### config.mk
export PLATFORM = sky130hd
export DESIGN_NAME = counter_seq_ctrl
export DESIGN_NICKNAME = d
export VERILOG_FILES = /design/src/rtl/counter_pkg.sv /design/src/rtl/counter_core.sv /design/src/rtl/counter_seq_ctrl.sv
export SDC_FILE = /design/constraint.sdc
export NUM_CORES = 1
export LEC_CHECK = 0
export BUFFER_PORTS_ARGS = -buffer_cell sky130_fd_sc_hd__buf_2
export CAP_MARGIN = 20
export CORE_MARGIN = 2
export CORE_UTILIZATION = 40
export DETAILED_ROUTE_END_ITERATION = 12
export HOLD_SLACK_MARGIN = 0.06
export PLACE_DENSITY_LB_ADDON = 0.05
export REMOVE_ABC_BUFFERS = 1
export SLEW_MARGIN = 20
export SYNTH_ARGS = -nofsm -noshare
export SYNTH_HDL_FRONTEND = slang
export SYNTH_SLANG_ARGS = --single-unit
### constraint.sdc
create_clock -name clk -period 4 [get_ports clk]
set_input_delay 0.4 -clock clk [delete_from_list [all_inputs] [get_ports clk]]
set_output_delay 0.4 -clock clk [all_outputs]
set_load 0.03 [all_outputs]
### src/rtl/counter_pkg.sv
// Shared types and constants for the counter sequencer and its datapath.
package counter_pkg;

   typedef enum logic [1:0] {
      IDLE   = 2'd0,
      RUN    = 2'd1,
      PAUSED = 2'd2,
      DONE   = 2'd3
   } state_t;

   localparam logic DIR_UP   = 1'b0;
   localparam logic DIR_DOWN = 1'b1;

endpackage : counter_pkg

### src/rtl/counter_core.sv
// Synchronous up/down counter; priority clr > load > en.
module counter_core
   import counter_pkg::*;
#(
   parameter int unsigned WIDTH = 4
) (
   input  logic             clk,
   input  logic             rst,
   input  logic             clr,
   input  logic             load,
   input  logic             en,
   input  logic             dir,
   input  logic [WIDTH-1:0] d,
   output logic [WIDTH-1:0] q
);

   always_ff @(posedge clk) begin
      if (rst)       q <= '0;
      else if (clr)  q <= '0;
      else if (load) q <= d;
      else if (en)   q <= (dir == DIR_DOWN) ? q - WIDTH'(1) : q + WIDTH'(1);
   end

endmodule : counter_core

### src/rtl/counter_seq_ctrl.sv
// Run sequencer for counter_core: one-shot / auto-reload runs with start, pause and stop.
module counter_seq_ctrl
   import counter_pkg::*;
#(
   parameter int unsigned WIDTH = 4
) (
   input  logic             clk,
   input  logic             rst,
   input  logic             start,
   input  logic             stop,
   input  logic             pause,
   input  logic             dir,
   input  logic             auto_reload,
   input  logic [WIDTH-1:0] load_val,
   output logic [WIDTH-1:0] count,
   output logic             busy,
   output logic             tc,
   output logic             done
);

   state_t           state, state_n;
   logic             dir_q, ar_q;
   logic [WIDTH-1:0] lv_q;
   logic [WIDTH-1:0] term_c;
   logic [WIDTH-1:0] core_d_c;
   logic             clr_c, load_c, en_c, latch_c, done_n;

   // Terminal follows the latched direction, so mid-run dir changes are harmless.
   assign term_c = (dir_q == DIR_DOWN) ? '0 : '1;
   assign tc     = (state == RUN) && !pause && (count == term_c);
   assign busy   = (state == RUN) || (state == PAUSED);

   // A fresh start loads the live port value; a reload uses the latched copy.
   assign core_d_c = latch_c ? load_val : lv_q;

   always_ff @(posedge clk) begin
      if (rst) begin
         state <= IDLE;
         dir_q <= 1'b0;
         ar_q  <= 1'b0;
         lv_q  <= '0;
         done  <= 1'b0;
      end else begin
         state <= state_n;
         done  <= done_n;
         if (latch_c) begin
            dir_q <= dir;
            ar_q  <= auto_reload;
            lv_q  <= load_val;
         end
      end
   end

   always_comb begin
      state_n = state;
      clr_c   = 1'b0;
      load_c  = 1'b0;
      en_c    = 1'b0;
      latch_c = 1'b0;
      done_n  = 1'b0;
      if (stop) begin
         state_n = IDLE;
         clr_c   = 1'b1;
      end else begin
         case (state)
            IDLE, DONE: begin
               if (start) begin
                  latch_c = 1'b1;
                  load_c  = 1'b1;
                  state_n = RUN;
               end
            end
            RUN: begin
               if (pause) begin
                  state_n = PAUSED;
               end else if (tc) begin
                  done_n = 1'b1;
                  if (ar_q) load_c  = 1'b1;
                  else      state_n = DONE;
               end else begin
                  en_c = 1'b1;
               end
            end
            PAUSED: begin
               if (!pause) state_n = RUN;
            end
            default: state_n = IDLE;
         endcase
      end
   end

   counter_core #(.WIDTH(WIDTH)) u_core (
      .clk  (clk),
      .rst  (rst),
      .clr  (clr_c),
      .load (load_c),
      .en   (en_c),
      .dir  (dir_q),
      .d    (core_d_c),
      .q    (count)
   );

endmodule : counter_seq_ctrl

==> results of run 1 <==
==> area by class of cell <==
cell class	count	area [sq um]	share of cell area
multi-input cells	62	473	0.530
flip-flops and latches	13	260	0.292
repair buffers	17	85.1	0.0954
well taps	25	31.3	0.0351
clock buffers	3	22.5	0.0252
inverters	4	15.0	0.0168
clock inverters	1	5.00	0.00561
==> worst max-delay path: stages, from the launching register on <==
cell      delay [ns]
dfxtp_1         0.47
and3b_2         0.26
o211ai_4        0.32
nor2_1          0.08
buf_2           0.18
==> synthesized netlist by cell type, drive strengths merged, types with 2 or more instances <==
cell type,number
a211oi,2
a21oi,5
and3,2
dfxtp,13
ha,5
inv,4
mux2i,6
nand2,4
nor2,13
nor3,3
o21a,2
o21ai,3
xnor2,2
==> kinds of logic (layout without fill, tap and decap cells) <==
logic type,count (synthesis),after routing,share of synthesized area
AOI/OAI and AO/OA,17,17,0.196
xor gates and xnor gates,3,3,0.0349
adders and majority gates,6,6,0.110
buffers and inverters,5,25,0.0266
DFF,13,13,0.346
muxes,6,6,0.0797
and+or+nand+nor,30,30,0.208
==> worst max path at each step <==
stage                            from     endpoint  slack [ns]  cells past startpoint
after floorplan           u_core.q[1]  u_core.q[3]        2.04                      6
after global placement          dir_q  u_core.q[3]        2.12                      6
after detailed placement        dir_q  u_core.q[3]        2.08                      6
after CTS                       dir_q           tc        1.99                      4
after global routing            dir_q           tc        1.92                      4
final                           dir_q           tc        2.01                      4
==> registers in the layout, summed over array words and instances (netlist names) <==
register  flops
lv_q          4
u_core.q      4
state         2
ar_q          1
dir_q         1
done          1
==> power groups by stage <==
stage	registers, mW	clock network [mW]	logic, mW
detailed placement	0.143	0	0.0487
global route	0.141	0.0891	0.0544
floorplan	0.144	0	0.0324
global placement	0.143	0	0.0486
finish	0.140	0.0812	0.0482
CTS	0.140	0.0853	0.0489
==> through the flow <==
stage,area (sq um),utilization,cells
floorplan,748,-,79
global placement,865,0.495,121
detailed placement,865,0.495,121
CTS,892,0.511,125
global route,892,0.511,125
finish,892,0.511,125
==> layer usage <==
layer	up-vias	global-route usage	share of wire
li1	324	-	-
met1	296	0.166	0.44
met2	12	0.268	0.51
met3	2	0.0692	0.045
met4	0	0.0333	0.0078
met5	-	0	0
==> layout by cell type (no fill, tap or decap), types with 3 or more instances in the layout <==
cell and instances:
buf_2 17, inv_1 4, clkbuf_4 3, o21ai_0 3, a21oi_1 5, mux2i_1 6
ha_1 5, nor3_1 3, nor2_1 13, nand2_1 4, dfxtp_1 13
==> flow_summary.yaml, run 1 <==
grt:
  grt_pass1_vias: 559
  grt_pass1_wl_um: 2330
  grt_remaining_overflow: 0
  antenna_found_initial: 0
  grt_start_max_net_pins: 10
  grt_usage: 0.152
place:
  place.detailed.hpwl_um: 1130
  finalWeightedCongestion: 0.715
  port_buffers: 17
  pre_cts_ws_ns: 2.08
logic_synthesis:
  synth_edf_count: 0
  synthArstFlopShare: 0
  synth_area_sq_um: 753
  netlist.area_leader.share: 0.346
  ys_warn_count: 0
  synth_area_leaders: "dfxtp_1 35%, ha_1 8.3%, mux2i_1 8.0%"
  ys_seq_area_frac: 0.346
  synth_flop_cell: "dfxtp_1"
  syn_avg_cell_area_sq_um: 9.42
  synth_top_cell_by_area: "dfxtp_1"
  ys_ff_latch: 13
  netlist_instances: 80
  synth.distinct_cells: 30
floorplanning:
  start_util: 0.432
  die-area_sq_um: 2250
  io_pins: 18
  die_h_um: 47.4
  core-area_sq_um: 1750
  die_w_um: 47.4
  rows: 15
critical_path:
  critPathKind: "flip-flop to primary output"
  cp.arrival_ns: 1.59
  r2r-start: "dir_q"
  r2r-end: "u_core.q[3]"
  critPathLaunchType: "flip-flop"
  r2r_slack_ns: 2.08
  cp_max_fo: 9
  crit_required_ns: 3.60
  cp-end-kind: "primary output"
  reg2regPathDepth: 6
hold_path:
  hold_path_end: "dir_q"
  hold_start: "dir"
  hold_path_class: "input port to flip-flop"
  hold_depth: 3
sta:
  slew_headroom: 0.715
  timing_hold_violations_final: 0
  holdWs_ns: 0.357
  tightestPinTransition_ns: 0.428
  drv_slew: 0
  layout_min_cycle_time_ns: 1.99
  finClkSkew_ns: 0.00347
  final.period_utilization: 0.496
  setup-tns-final_ns: 0
  fmax_ghz: 0.504
  finalWorstSetupSlack_ns: 2.01
  finalSetupViolations: 0
  grt_setup_unrepaired: "false"
route:
  drt_pass1_iterations: 2
  antenna_left: 0
  drt-total-wl_um: 1410
  drc: 0
  dr_total_vias: 634
  drt_iter0_drc: 4
  via_per_inst: 5.07
  wl_per_cell_um: 11.3
clock_tree:
  cts_tree: "done"
  ctsHoldBuffers: 0
  htree_levels: 1
  clk_path_buf_depth: 2
  post_cts_buffers: 0
  path_clk_slew_ns: 0.08
  clk_latency_ns: 0.27
  cts_resized: 0
  cts_root_buf: "clkbuf_4"
  clock_sinks: 13
  cts_buffers: 3
layout:
  area_growth_pct: 18.4
  drive_above_1_share: 0.310
  n_antenna_cell: 0
  nets: 118
  fill_cells: 181
power:
  leakage_nw: 0.436
  ir_drop_mv: 0.258
  total_power_uw: 269
  intPower_uw: 192
  pwr-share-seq: 0.519
  switching_share: 0.286
  pwr_density_cell_nw_per_um2: 302
  pwr-share-clk: 0.302
  p_switching_uw: 77.0
  comb_power_share: 0.179
status:
  status: "complete, no violations"
flow_run:
  maxCapViolations: 0
Note: power is estimated with default switching activity, not from simulation.
==> inputs of run 2 (changes only) <==
Settings changed: ABC_AREA set to 1.
Clock period 4 ns to 1.8 ns, I/O delays scaled along.
==> run 2 against run 1 <==
  * Non-clock buffer count unchanged
  * Flip-flop and latch count unchanged
  * Die area up 7.4%
  * Clock skew up 0.0019 ns
  * Setup slack worse by 1.9 ns
  * Highest routed layer unchanged
  * First-iteration DRC count up 75%
  * Largest power group unchanged
  * Worst hold slack worse by 0.21 ns
  * Global-route usage up 2.2 points
  * Register-to-register slack worse by 1.9 ns
  * Sequential power up 120%
  * Largest cell class unchanged
==> flow_summary.yaml, run 2 <==
status:
  status: "complete, no violations"
floorplanning:
  die-area_sq_um: 2410
  start_util: 0.419
  rows: 16
  die_w_um: 49.1
  die_h_um: 49.1
  io_pins: 18
  core-area_sq_um: 1940
sta:
  finClkSkew_ns: 0.00539
  slew_headroom: 0.740
  finalSetupViolations: 0
  tightestPinTransition_ns: 0.388
  layout_min_cycle_time_ns: 1.70
  final.period_utilization: 0.944
  fmax_ghz: 0.589
  timing_hold_violations_final: 0
  finalWorstSetupSlack_ns: 0.102
  drv_slew: 0
power:
  pwr_density_cell_nw_per_um2: 629
  p_switching_uw: 195
  comb_power_share: 0.200
  leakage_nw: 0.494
  ir_drop_mv: 0.505
  pwr-share-clk: 0.301
  switching_share: 0.312
  intPower_uw: 429
  pwr-share-seq: 0.499
  total_power_uw: 624
clock_tree:
  cts_buffers: 3
  htree_levels: 1
  clock_sinks: 13
  clk_path_buf_depth: 2
  clk_latency_ns: 0.28
  cts_tree: "done"
  path_clk_slew_ns: 0.09
  ctsHoldBuffers: 0
  cts_root_buf: "clkbuf_4"
  post_cts_buffers: 0
logic_synthesis:
  synthArstFlopShare: 0
  synthTopCellsByCount: "27 x nand2_1, 15 x inv_1, 13 x dfxtp_1"
  netlist.area_leader.share: 0.320
  synth.distinct_cells: 25
  ys_seq_area_frac: 0.320
  synth_area_sq_um: 815
  ys_warn_count: 0
  ys_ff_latch: 13
  synth_area_leaders: "dfxtp_1 32%, nand2_1 12%, ha_1 7.7%"
  yosysMostFrequentCell: "nand2_1"
  syn_avg_cell_area_sq_um: 7.15
  synth_flop_cell: "dfxtp_1"
  netlist_instances: 114
  synth_edf_count: 0
  synth_top_cell_by_area: "dfxtp_1"
grt:
  grt_pass1_wl_um: 3230
  grt_pass1_vias: 729
  grt_start_max_net_pins: 11
  antenna_found_initial: 0
  grt_usage: 0.174
  grt_remaining_overflow: 0
critical_path:
  critPathKind: "flip-flop to primary output"
  crit_chain: "ha_1, nand2_1, nor2_4, nand2_4, nor2_1, buf_4"
  crit_required_ns: 1.62
  critPathLaunchType: "flip-flop"
  cp.arrival_ns: 1.52
  reg2regPathDepth: 8
  cp-end-kind: "primary output"
  cp_max_fo: 5
  slowest_stage: "dfxtp_1"
  crit_path_max_incr_delay_ns: 0.37
layout:
  multi_input_area_sq_um: 515
  layout_commonest_cell: "nand2_1"
  reg_top3: "lv_q: 4 flops, u_core.q: 4 flops, state: 2 flops"
  area_growth_pct: 21.8
  n_antenna_cell: 0
  regArea_sq_um: 264
  final_cell_mix: "27 x nand2_1, 16 x buf_2, 15 x inv_1, 12 x nor2_1, 12 x dfxtp_1"
  drive_above_1_share: 0.259
  fill_cells: 208
  nets: 153
route:
  drt_pass1_iterations: 4
  drc: 0
  drt_iter0_drc: 7
  wl_per_cell_um: 10.9
  via_per_inst: 4.77
  drt-total-wl_um: 1770
  dr_total_vias: 772
  antenna_left: 0
place:
  port_buffers: 17
  pre_cts_ws_ns: 0.136
  place.detailed.hpwl_um: 1380
  finalWeightedCongestion: 0.766
hold_path:
  hold_path_class: "input port to flip-flop"
  hold_depth: 2
flow_run:
  maxCapViolations: 0
run 2: changes by cell type after synthesis, sizes merged, moves of 2 or more:
cell   change
a21oi      +2
nand3     +13
nor2       +2
nor3       -2
inv       +13
mux2i      -6
and3       -2
nand2     +26
run 2: cells by family (layout without fill, tap and decap cells):
family | after synthesis | in the layout | synth area share
compound gates | 14 | 14 | 0.0998
xor+xnor | 2 | 2 | 0.0215
fa+ha+maj | 6 | 6 | 0.101
buf+inv | 17 | 38 | 0.0783
flops | 13 | 13 | 0.320
simple gates | 62 | 62 | 0.379
run 2: final timing paths:
| kind | end | slack, ns | start |
|---|---|---|---|
| worst max-delay path | tc | 0.10 | u_core.q[1] |
| worst max register to register | u_core.q[1] | 0.18 | state[0] |
| worst min-delay path | lv_q[0] | 0.15 | rst |
| worst min register to register | lv_q[2] | 0.48 | lv_q[2] |
run 2: final cells by class:
cell class / instances / share of cell area
Multi-Input combinational cell: 84 / 0.520
Sequential cell: 13 / 0.266
Timing Repair Buffer: 17 / 0.0883
Inverter: 17 / 0.0643
Tap cell: 27 / 0.0340
Clock buffer: 3 / 0.0227
Clock inverter: 1 / 0.00504
run 2: timing repair:
| action | 4_1_cts | 5_1_grt |
|---|---|---|
| pin swaps | 0 | 1 |
| gates resized for setup | 2 | 6 |
| setup endpoints to repair | 1 | 2 |
run 2: per-layer routing:
| metal | global-route usage | part of all wire | wire [um] | up-vias |
|---|---|---|---|---|
| met2 | 0.304 | 0.48 | 839 | 13 |
| met1 | 0.203 | 0.47 | 838 | 346 |
| li1 | - | - | - | 411 |
| met3 | 0.0552 | 0.042 | 75 | 2 |
| met5 | 0 | 0 | 0 | - |
| met4 | 0.0429 | 0.0074 | 13 | 0 |
run 2: metrics by stage:
step	cells	hold slack (ns)	utilization	cell area (sq um)	setup TNS [ns]
2_1_floorplan	114	0.249	-	815	0
3_3_place_gp	158	0.443	0.481	933	0
3_5_place_dp	158	0.451	0.481	933	0
4_1_cts	162	0.137	0.502	975	0
5_1_grt	162	0.152	0.511	992	-0.00435
6_report	162	0.148	0.511	992	0
run 2: worst max-delay path: cells and delay by family (launching register included):
family	cells	cell delay [ns]
simple gates	4	0.40
buf+inv	1	0.16
fa+ha+maj	1	0.31
flops	1	0.37
run 2: power groups by stage:
stage / sequential, mW / combinational (mW) / clock [mW]
6_report: 0.311 / 0.125 / 0.188
5_1_grt: 0.314 / 0.142 / 0.213
4_1_cts: 0.312 / 0.122 / 0.199
3_5_place_dp: 0.318 / 0.120 / 0
3_3_place_gp: 0.317 / 0.118 / 0
2_1_floorplan: 0.320 / 0.0806 / 0
==> inputs of run 3 (changes only) <==
Settings changed: CORE_UTILIZATION 40 to 50, SETUP_SLACK_MARGIN set to 0.2.
Clock period 1.8 ns to 1.7 ns, I/O delays scaled along.
==> run 3 against run 2 <==
  * Sequential power up 6%
  * Sequential share of layout area down 3.1 points
  * Highest routed layer unchanged
  * Largest cell class unchanged
  * Flip-flop and latch count unchanged
  * Clock skew down 0.0025 ns
==> flow_summary.yaml, run 3 (same netlist as run 2, synthesis figures left out) <==
status:
  status: "complete, no violations"
power:
  pwr-share-seq: 0.474
  intPower_uw: 473
  total_power_uw: 696
  p_switching_uw: 223
  pwr-share-clk: 0.282
  leakage_nw: 0.551
  ir_drop_mv: 0.470
  switching_share: 0.320
  comb_power_share: 0.244
  pwr_density_cell_nw_per_um2: 612
grt:
  grt_pass1_vias: 846
  antenna_found_initial: 0
  grt_pass1_wl_um: 3450
  grt_remaining_overflow: 0
  grt_usage: 0.242
  grt_start_max_net_pins: 9
sta:
  slew_headroom: 0.627
  finClkSkew_ns: 0.00288
  finalWorstSetupSlack_ns: 0.0897
  tightestPinTransition_ns: 0.557
  final.period_utilization: 0.947
  grt_setup_unrepaired: "true"
  setup-tns-final_ns: 0
  finalSetupViolations: 0
  fmax_ghz: 0.621
  drv_slew: 0
  layout_min_cycle_time_ns: 1.61
  holdWs_ns: 0.134
  timing_hold_violations_final: 0
place:
  pre_cts_ws_ns: 0.0415
  placed_cell_area_sq_um: 927
  port_buffers: 17
  place.detailed.hpwl_um: 1400
  finalWeightedCongestion: 0.856
  dpl.cell_count: 148
critical_path:
  cp.arrival_ns: 1.44
  critPathLaunchType: "flip-flop"
  r2r_slack_ns: 0.10
  slowest_stage: "dfxtp_4"
  cp-startpoint: "dir_q"
  path_buf_inv: 1
  crit_path_max_incr_delay_ns: 0.38
  cp.depth: 6
  r2r-start: "dir_q"
  cp-end-kind: "primary output"
  critPathKind: "flip-flop to primary output"
  crit_chain: "ha_4, nand2_4, nor2_4, nand2_4, nor2_4, buf_6"
  crit_required_ns: 1.53
  r2r-end: "u_core.q[2]"
  reg2regPathDepth: 11
  cp_max_fo: 5
  setup.worst_path.end: "tc"
  cp_top_family: "flip-flops"
floorplanning:
  die_w_um: 44.4
  io_pins: 18
  die-area_sq_um: 1970
  rows: 14
  die_h_um: 44.4
  start_util: 0.534
  core-area_sq_um: 1520
route:
  via_per_inst: 5.25
  drt_pass1_iterations: 4
  wl_per_cell_um: 12.9
  antenna_left: 0
  drt_iter0_drc: 17
  dr_total_vias: 829
  drc: 0
  drt-total-wl_um: 2040
layout:
  layout_commonest_cell: "nand2_1"
  final_area_sq_um: 1140
  stdcell_count: 158
  area_growth_pct: 39.5
  reg_top3: "lv_q: 4 flops, u_core.q: 4 flops, state: 2 flops"
  fill_cells: 119
  final_util: 0.745
  final_cell_mix: "24 x nand2_1, 16 x buf_2, 15 x inv_1, 10 x dfxtp_1, 9 x nor2_1"
  nets: 160
  n_antenna_cell: 0
  drive_above_1_share: 0.394
hold_path:
  hold_path_class: "input port to flip-flop"
  hold_start: "rst"
clock_tree:
  clock_sinks: 13
  cts_root_buf: "clkbuf_4"
  cts_buffers: 3
  clk_path_buf_depth: 2
  path_clk_slew_ns: 0.09
  cts_tree: "done"
  htree_levels: 1
  clk_latency_ns: 0.28
  ctsHoldBuffers: 0
flow_run:
  maxCapViolations: 0
[run 3: metal layers]
layer,share of wire,global-route usage
met3,0.029,0.0367
met5,0,0
met1,0.41,0.258
met4,0.015,0.115
met2,0.54,0.456
[run 3: final cells by class]
cell class / count / area (sq um) / share of cell area
flip-flops and latches: 13 / 267 / 0.235
multi-input cells: 84 / 611 / 0.537
well taps: 16 / 20.0 / 0.0176
repair buffers: 24 / 148 / 0.130
clock buffers: 3 / 22.5 / 0.0198
clock inverters: 1 / 5.00 / 0.00441
inverters: 17 / 63.8 / 0.0562
[run 3: worst min path at each step]
stage,endpoint,cells past startpoint
after global routing,lv_q[2],2
final,lv_q[0],2
after floorplan,lv_q[2],1
after detailed placement,lv_q[0],2
after global placement,lv_q[2],2
after CTS,lv_q[0],2
[run 3: power groups by stage]
stage | Sequential [mW] | Clock, mW | Combinational (mW)
6_report | 0.330 | 0.196 | 0.170
5_1_grt | 0.331 | 0.210 | 0.188
4_1_cts | 0.329 | 0.200 | 0.160
3_5_place_dp | 0.335 | 0 | 0.130
3_3_place_gp | 0.335 | 0 | 0.126
2_1_floorplan | 0.339 | 0 | 0.0854
[run 3: timing repair]
action | 4_1_cts | 5_1_grt
pin swaps | 4 | 6
setup endpoints to repair | 7 | 7
gates resized for setup | 19 | 11
setup buffers | 6 | 0
